--- src/rtl/xbar_arb.sv ---
// Per-output round-robin arbiter feeding a crossbar mux select field.
// Each output owns at most one source; ownership is held until release or hold-limit preemption.
module xbar_arb #(
  parameter int N_IN     = 5,
  parameter int N_OUT    = 5,
  parameter int MAX_HOLD = 16
) (
  input  logic                               i_clk,
  input  logic                               i_rst_n,
  input  logic                               i_cg,
  input  logic [N_IN-1:0]                    i_req,
  input  logic [N_IN*$clog2(N_OUT)-1:0]      i_dst,
  output logic [N_IN-1:0]                    o_grant,
  output logic [N_OUT*$clog2(N_IN)-1:0]      o_select,
  output logic [N_OUT-1:0]                   o_active
);

  localparam int IW = $clog2(N_IN);
  localparam int DW = $clog2(N_OUT);
  localparam int HW = (MAX_HOLD > 1) ? $clog2(MAX_HOLD) : 1;
  localparam logic [HW-1:0] HOLD_LAST = HW'(MAX_HOLD - 1);

  typedef enum logic {S_IDLE, S_OWNED} st_t;

  st_t               r_st     [N_OUT];
  logic [IW-1:0]     r_owner  [N_OUT];
  logic [IW-1:0]     r_ptr    [N_OUT];
  logic [HW-1:0]     r_hold   [N_OUT];
  logic [N_IN-1:0]   r_grant;

  st_t               w_st_nxt    [N_OUT];
  logic [IW-1:0]     w_owner_nxt [N_OUT];
  logic [IW-1:0]     w_ptr_nxt   [N_OUT];
  logic [HW-1:0]     w_hold_nxt  [N_OUT];
  logic [N_IN-1:0]   w_cand      [N_OUT];
  logic [N_IN-1:0]   w_grant_nxt;

  // Candidate matrix: out-of-range destinations never equal any valid j.
  always_comb begin
    for (int j = 0; j < N_OUT; j++) begin
      w_cand[j] = '0;
      for (int i = 0; i < N_IN; i++) begin
        w_cand[j][i] = i_req[i] && (i_dst[i*DW +: DW] == DW'(j));
      end
    end
  end

  always_comb begin
    logic [N_IN-1:0] w_others;
    logic            w_found;
    logic            w_keep;
    logic            w_preempt;
    int              w_idx;
    w_grant_nxt = '0;
    for (int j = 0; j < N_OUT; j++) begin
      w_st_nxt[j]    = r_st[j];
      w_owner_nxt[j] = r_owner[j];
      w_ptr_nxt[j]   = r_ptr[j];
      w_hold_nxt[j]  = r_hold[j];
      w_others       = w_cand[j];
      w_others[r_owner[j]] = 1'b0;
      w_keep         = w_cand[j][r_owner[j]];
      w_preempt      = (MAX_HOLD != 0) && (r_hold[j] == HOLD_LAST) && (|w_others);
      w_found        = 1'b0;
      case (r_st[j])
        S_IDLE: begin
          if (|w_cand[j]) begin
            // Search starts one past the last owner and wraps modulo N_IN.
            for (int k = 1; k <= N_IN; k++) begin
              w_idx = int'(r_ptr[j]) + k;
              if (w_idx >= N_IN) w_idx = w_idx - N_IN;
              if (!w_found && w_cand[j][w_idx]) begin
                w_found        = 1'b1;
                w_owner_nxt[j] = IW'(w_idx);
              end
            end
            w_st_nxt[j]   = S_OWNED;
            w_hold_nxt[j] = '0;
          end
        end
        S_OWNED: begin
          if (!w_keep || w_preempt) begin
            w_st_nxt[j]  = S_IDLE;
            w_ptr_nxt[j] = r_owner[j];
          end else if ((MAX_HOLD != 0) && (r_hold[j] != HOLD_LAST)) begin
            w_hold_nxt[j] = r_hold[j] + 1'b1;
          end
        end
        default: w_st_nxt[j] = S_IDLE;
      endcase
      if (w_st_nxt[j] == S_OWNED) w_grant_nxt[w_owner_nxt[j]] = 1'b1;
    end
  end

  always_ff @(posedge i_clk) begin
    if (!i_rst_n) begin
      for (int j = 0; j < N_OUT; j++) begin
        r_st[j]    <= S_IDLE;
        r_owner[j] <= '0;
        r_ptr[j]   <= IW'(N_IN - 1);
        r_hold[j]  <= '0;
      end
      r_grant <= '0;
    end else if (i_cg) begin
      for (int j = 0; j < N_OUT; j++) begin
        r_st[j]    <= w_st_nxt[j];
        r_owner[j] <= w_owner_nxt[j];
        r_ptr[j]   <= w_ptr_nxt[j];
        r_hold[j]  <= w_hold_nxt[j];
      end
      r_grant <= w_grant_nxt;
    end
  end

  // Select holds the last owner while idle; consumers qualify with o_active.
  always_comb begin
    o_select = '0;
    o_active = '0;
    for (int j = 0; j < N_OUT; j++) begin
      o_select[j*IW +: IW] = r_owner[j];
      o_active[j]          = (r_st[j] == S_OWNED);
    end
  end

  assign o_grant = r_grant;

endmodule

--- config.mk ---
export PLATFORM = sky130hd
export DESIGN_NAME = xbar_arb
export DESIGN_NICKNAME = d
export VERILOG_FILES = /design/src/rtl/xbar_arb.sv
export SDC_FILE = /design/constraint.sdc
export NUM_CORES = 1
export LEC_CHECK = 0
export CAP_MARGIN = 25
export CORE_ASPECT_RATIO = 1.25
export CORE_MARGIN = 2
export CORE_UTILIZATION = 53
export CTS_CLUSTER_SIZE = 20
export DETAILED_ROUTE_END_ITERATION = 10
export HOLD_SLACK_MARGIN = 0.03
export PLACE_DENSITY = 0.7
export RECOVER_POWER = 100
export SLEW_MARGIN = 10
export SYNTH_ARGS = -nofsm -noshare
export SYNTH_HDL_FRONTEND = slang
export SYNTH_SLANG_ARGS = --single-unit
--- constraint.sdc ---
create_clock -name i_clk -period 7.25 [get_ports i_clk]
set_clock_uncertainty 0.1 [all_clocks]
set_input_delay 1.45 -clock i_clk [delete_from_list [all_inputs] [get_ports i_clk]]
set_output_delay 1.45 -clock i_clk [all_outputs]
set_load 0.02 [all_outputs]
==> flow_metrics.env <==
export IMPL_run_status="finished, violations left"
export IMPL_failing_checks="capacitance limit, slew limit"
export IMPL_worst_slack_after_detailed_placement_ns=1.84
export IMPL_die_height_um=156
export IMPL_r2r_end="o_grant[1]"
export IMPL_hold_viol=0
export IMPL_final_ws_setup_ns=1.40
export IMPL_numPortBuffers=47
export IMPL_fin_crit_sh_pct=80.7
export IMPL_cts_sinks=60
export IMPL_dieWidth_um=126
export IMPL_num_nets_final=1362
export IMPL_max_cap_check_violation_count=1
export IMPL_synth_main_ff_cell="sky130_fd_sc_hd__edfxtp_1"
export IMPL_placementRows=55
export IMPL_post_cts_resized=0
export IMPL_cts_hold_repair_buffers=0
export IMPL_clkTransAtPathRegs_ns=0.05
export IMPL_rsz_0062_raised_after_global_routing="no"
export IMPL_gr_util_all_layers_pct=29.4
export IMPL_worst_rel_slew_slack_pct=-16.4
export IMPL_max_freq_mhz=171
export IMPL_ys_ff_latch=60
export IMPL_timing_worst_slew_pin_value_ns=1.72
export IMPL_r2r_slack_ns=1.95
export IMPL_first_global_vias=9340
export IMPL_drtIter0Drc=807
export IMPL_worstPathMaxFanout=9
export IMPL_drt_first_pass_iters=5
export IMPL_worst_setup_path_startpoint="i_req[2]"
export IMPL_worst_path_max_delay_cell="sky130_fd_sc_hd__nor4b_1"
export IMPL_grt_max_degree=31
export IMPL_tritoncts_num_buffers=9
export IMPL_cp_num_cells=12
export IMPL_area_growth_pct=8.93
export IMPL_final_hold_worst_slack_ns=0.472
export IMPL_synthesized_netlist_cell_count=1264
export IMPL_worst_r2r_cell_count=13
export IMPL_most_repeated_cell_in_the_gate_level_netlist_after_synthesis="sky130_fd_sc_hd__nor2_1"
export IMPL_number_of_antenna_diodes=0
export IMPL_critical_path_startpoint_type="primary input"
export IMPL_clk_latency_ns=0.33
export IMPL_worst_path_buf_inv=1
export IMPL_grt_first_pass_wirelength_mm=47.9
export IMPL_cp_data_arrival_time_ns=5.95
export IMPL_cpLargestDelayFamily="compound AO/OA/AOI/OAI gates"
export IMPL_drc=0
export IMPL_yosys_top_cells_count="sky130_fd_sc_hd__nor2_1, sky130_fd_sc_hd__nand2_1, sky130_fd_sc_hd__a21oi_1, sky130_fd_sc_hd__ha_1, sky130_fd_sc_hd__o21ai_0"
export IMPL_globalRouteOverflowTotal=0
export IMPL_total_power_mw=1.50
export IMPL_number_of_antenna_violations_at_the_first_check_in_global_routing=0
export IMPL_postSynthNetCount=1350
export IMPL_fraction_of_the_yosys_area_taken_by_sequential_cells_pct=17.8
export IMPL_setup_violations=0
export IMPL_power_ir_vdd_worst_mv=0.101
export IMPL_clk_root_buffer_cell="sky130_fd_sc_hd__clkbuf_16"
export IMPL_kind_of_critical_path="in -> reg"
export IMPL_dieArea_um2=19600
export IMPL_power_leakage_nw=4.05
export IMPL_antenna_left=0
export IMPL_timing_hold_worst_class="reg -> reg"
export IMPL_wl_mm=29.5
export IMPL_final_max_slew_viol_count=7
export IMPL_yosys_warnings=0
export IMPL_setup_worst_path_end="o_grant[0]"
export IMPL_wl_per_cell_um=19.6
export IMPL_synth_top_area_share_pct=16.8
export IMPL_critical_path_required_ns=7.35
export IMPL_setup_tns_final_ns=0
export IMPL_detailroute_via_count=10209
export IMPL_h_tree_depth=3
export IMPL_cp_end_kind="flip-flop"
export IMPL_cts_setup_buffers=0
export IMPL_netlist_cell_type_count=97
export IMPL_post_synth_edffs=55
export IMPL_ctsLongestPathBuffers=2
export IMPL_global_placer_s_final_weighted_congestion=0.968
export IMPL_io_pins=48
export IMPL_synth_top_cells_by_area="sky130_fd_sc_hd__edfxtp_1, sky130_fd_sc_hd__ha_1, sky130_fd_sc_hd__nor2_1, sky130_fd_sc_hd__mux2i_1, sky130_fd_sc_hd__a21oi_1"
export IMPL_p_per_area_nw_per_um2=140
export IMPL_ys_async_sr_fraction_pct=0
export IMPL_initial_utilization_pct=54.2
export IMPL_synthesis_area_um2=9820
export IMPL_placeableCoreArea_um2=18100
export IMPL_max_stage_delay_ns=1.39
export IMPL_post_synth_top_area_cell="sky130_fd_sc_hd__edfxtp_1"
export IMPL_cts_tree="done"
export IMPL_average_footprint_of_a_synthesized_cell_um2=7.77
export IMPL_post_dp_hpwl_mm=22.2
export IMPL_routed_via_density=6.77
export IMPL_finalCriticalPeriod_ns=5.85
export IMPL_start_of_the_worst_register_to_register_path="r_ptr[0][6]"
export IMPL_fraction_of_final_layout_cells_sized_beyond_drive_strength_1_pct=6.48
export IMPL_timing_critical_path_cells="dlygate4sd3_1, nor4b_1, mux2i_1, o32a_1, a21oi_1, or2_2, o311a_1, o31ai_1, o21ai_0, nor3_1, a221oi_1, a31oi_1"
layout make-up:
cell class	count	area, um2
clock buffer	10	229
clock inverter	6	55.1
fill	1695	7400
inverter	35	131
multi-input combinational	1104	7640
sequential	60	1750
tap	228	285
timing repair buffer	66	599
worst min-delay path by stage:
stage / to / depth (start not counted) / start / slack (ns)
finish: o_grant[2] / 2 / o_grant[2] / 0.47
global placement: o_grant[0] / 2 / o_grant[0] / 0.45
global route: o_grant[1] / 1 / o_grant[1] / 0.52
CTS: o_grant[0] / 2 / o_grant[0] / 0.47
detailed placement: o_grant[0] / 2 / o_grant[0] / 0.45
floorplan: r_hold[0][8] / 1 / r_hold[0][8] / 0.46
flip-flops by register name, summed over array words and instances (netlist names):
signal / count
r_ptr: 15
r_owner: 15
o_grant: 5
r_hold: 20
r_st: 5
cells in the final DEF (no fill, tap or decap), drive strengths merged, types with 14 or more instances in the layout:
master,count
a2111oi,14
a211oi,18
a21o,15
a21oi,78
a31oi,27
and2,18
and3,23
buf,15
clkbuf,14
clkdlybuf4s50,16
dlygate4sd3,31
edfxtp,55
ha,63
inv,32
mux2i,41
nand2,97
nand2b,44
nand3,47
nor2,129
nor2b,32
nor3,34
o21ai,64
o22ai,24
o31ai,19
xnor2,21
where the power goes:
part | switching (mW) | internal (mW)
clock network | 0.145 | 0.262
logic | 0.384 | 0.250
registers | 0.0507 | 0.407
total | 0.580 | 0.919
logic make-up (layout without fill, tap and decap cells):
group	Yosys count	count (layout)	share of synthesized area (%)
and+or+nand+nor	555	555	31.6
AOI/OAI and AO/OA	399	399	28.9
buffers and inverters	100	117	4.38
adders and majority gates	63	63	8.03
DFF	60	60	17.8
muxes	53	53	6.02
xor gates and xnor gates	34	34	3.22
stage by stage:
stage,cell area (um2),utilization [%],std cells
floorplan,9820,-,1264
global placement,10400,57.6,1491
detailed placement,10400,57.7,1492
CTS,10700,59.2,1508
global route,10700,59.1,1509
finish,10700,59.1,1509
layer usage:
metal | GRT usage [%] | vias up | part of all wire, %
li1 | - | 4917 | -
met1 | 37.9 | 4880 | 42
met2 | 51.3 | 359 | 49
met3 | 3.05 | 53 | 5.6
met4 | 10.4 | 0 | 2.7
met5 | 0 | - | 0
worst register-to-register path, stage by stage, from the launching register on:
cell	delay, ns
sky130_fd_sc_hd__edfxtp_1	0.32
sky130_fd_sc_hd__buf_4	0.30
sky130_fd_sc_hd__clkinv_1	0.38
sky130_fd_sc_hd__ha_1	0.67
sky130_fd_sc_hd__inv_1	0.24
sky130_fd_sc_hd__o311ai_0	0.82
sky130_fd_sc_hd__a2111oi_0	0.22
sky130_fd_sc_hd__a211oi_1	0.62
sky130_fd_sc_hd__nor3b_1	0.26
sky130_fd_sc_hd__a32oi_1	0.09
sky130_fd_sc_hd__o31ai_1	0.49
sky130_fd_sc_hd__nor2_1	0.18
sky130_fd_sc_hd__a32o_1	0.31
sky130_fd_sc_hd__o221a_1	0.20
No activity file was read; power rests on OpenSTA's default activity.
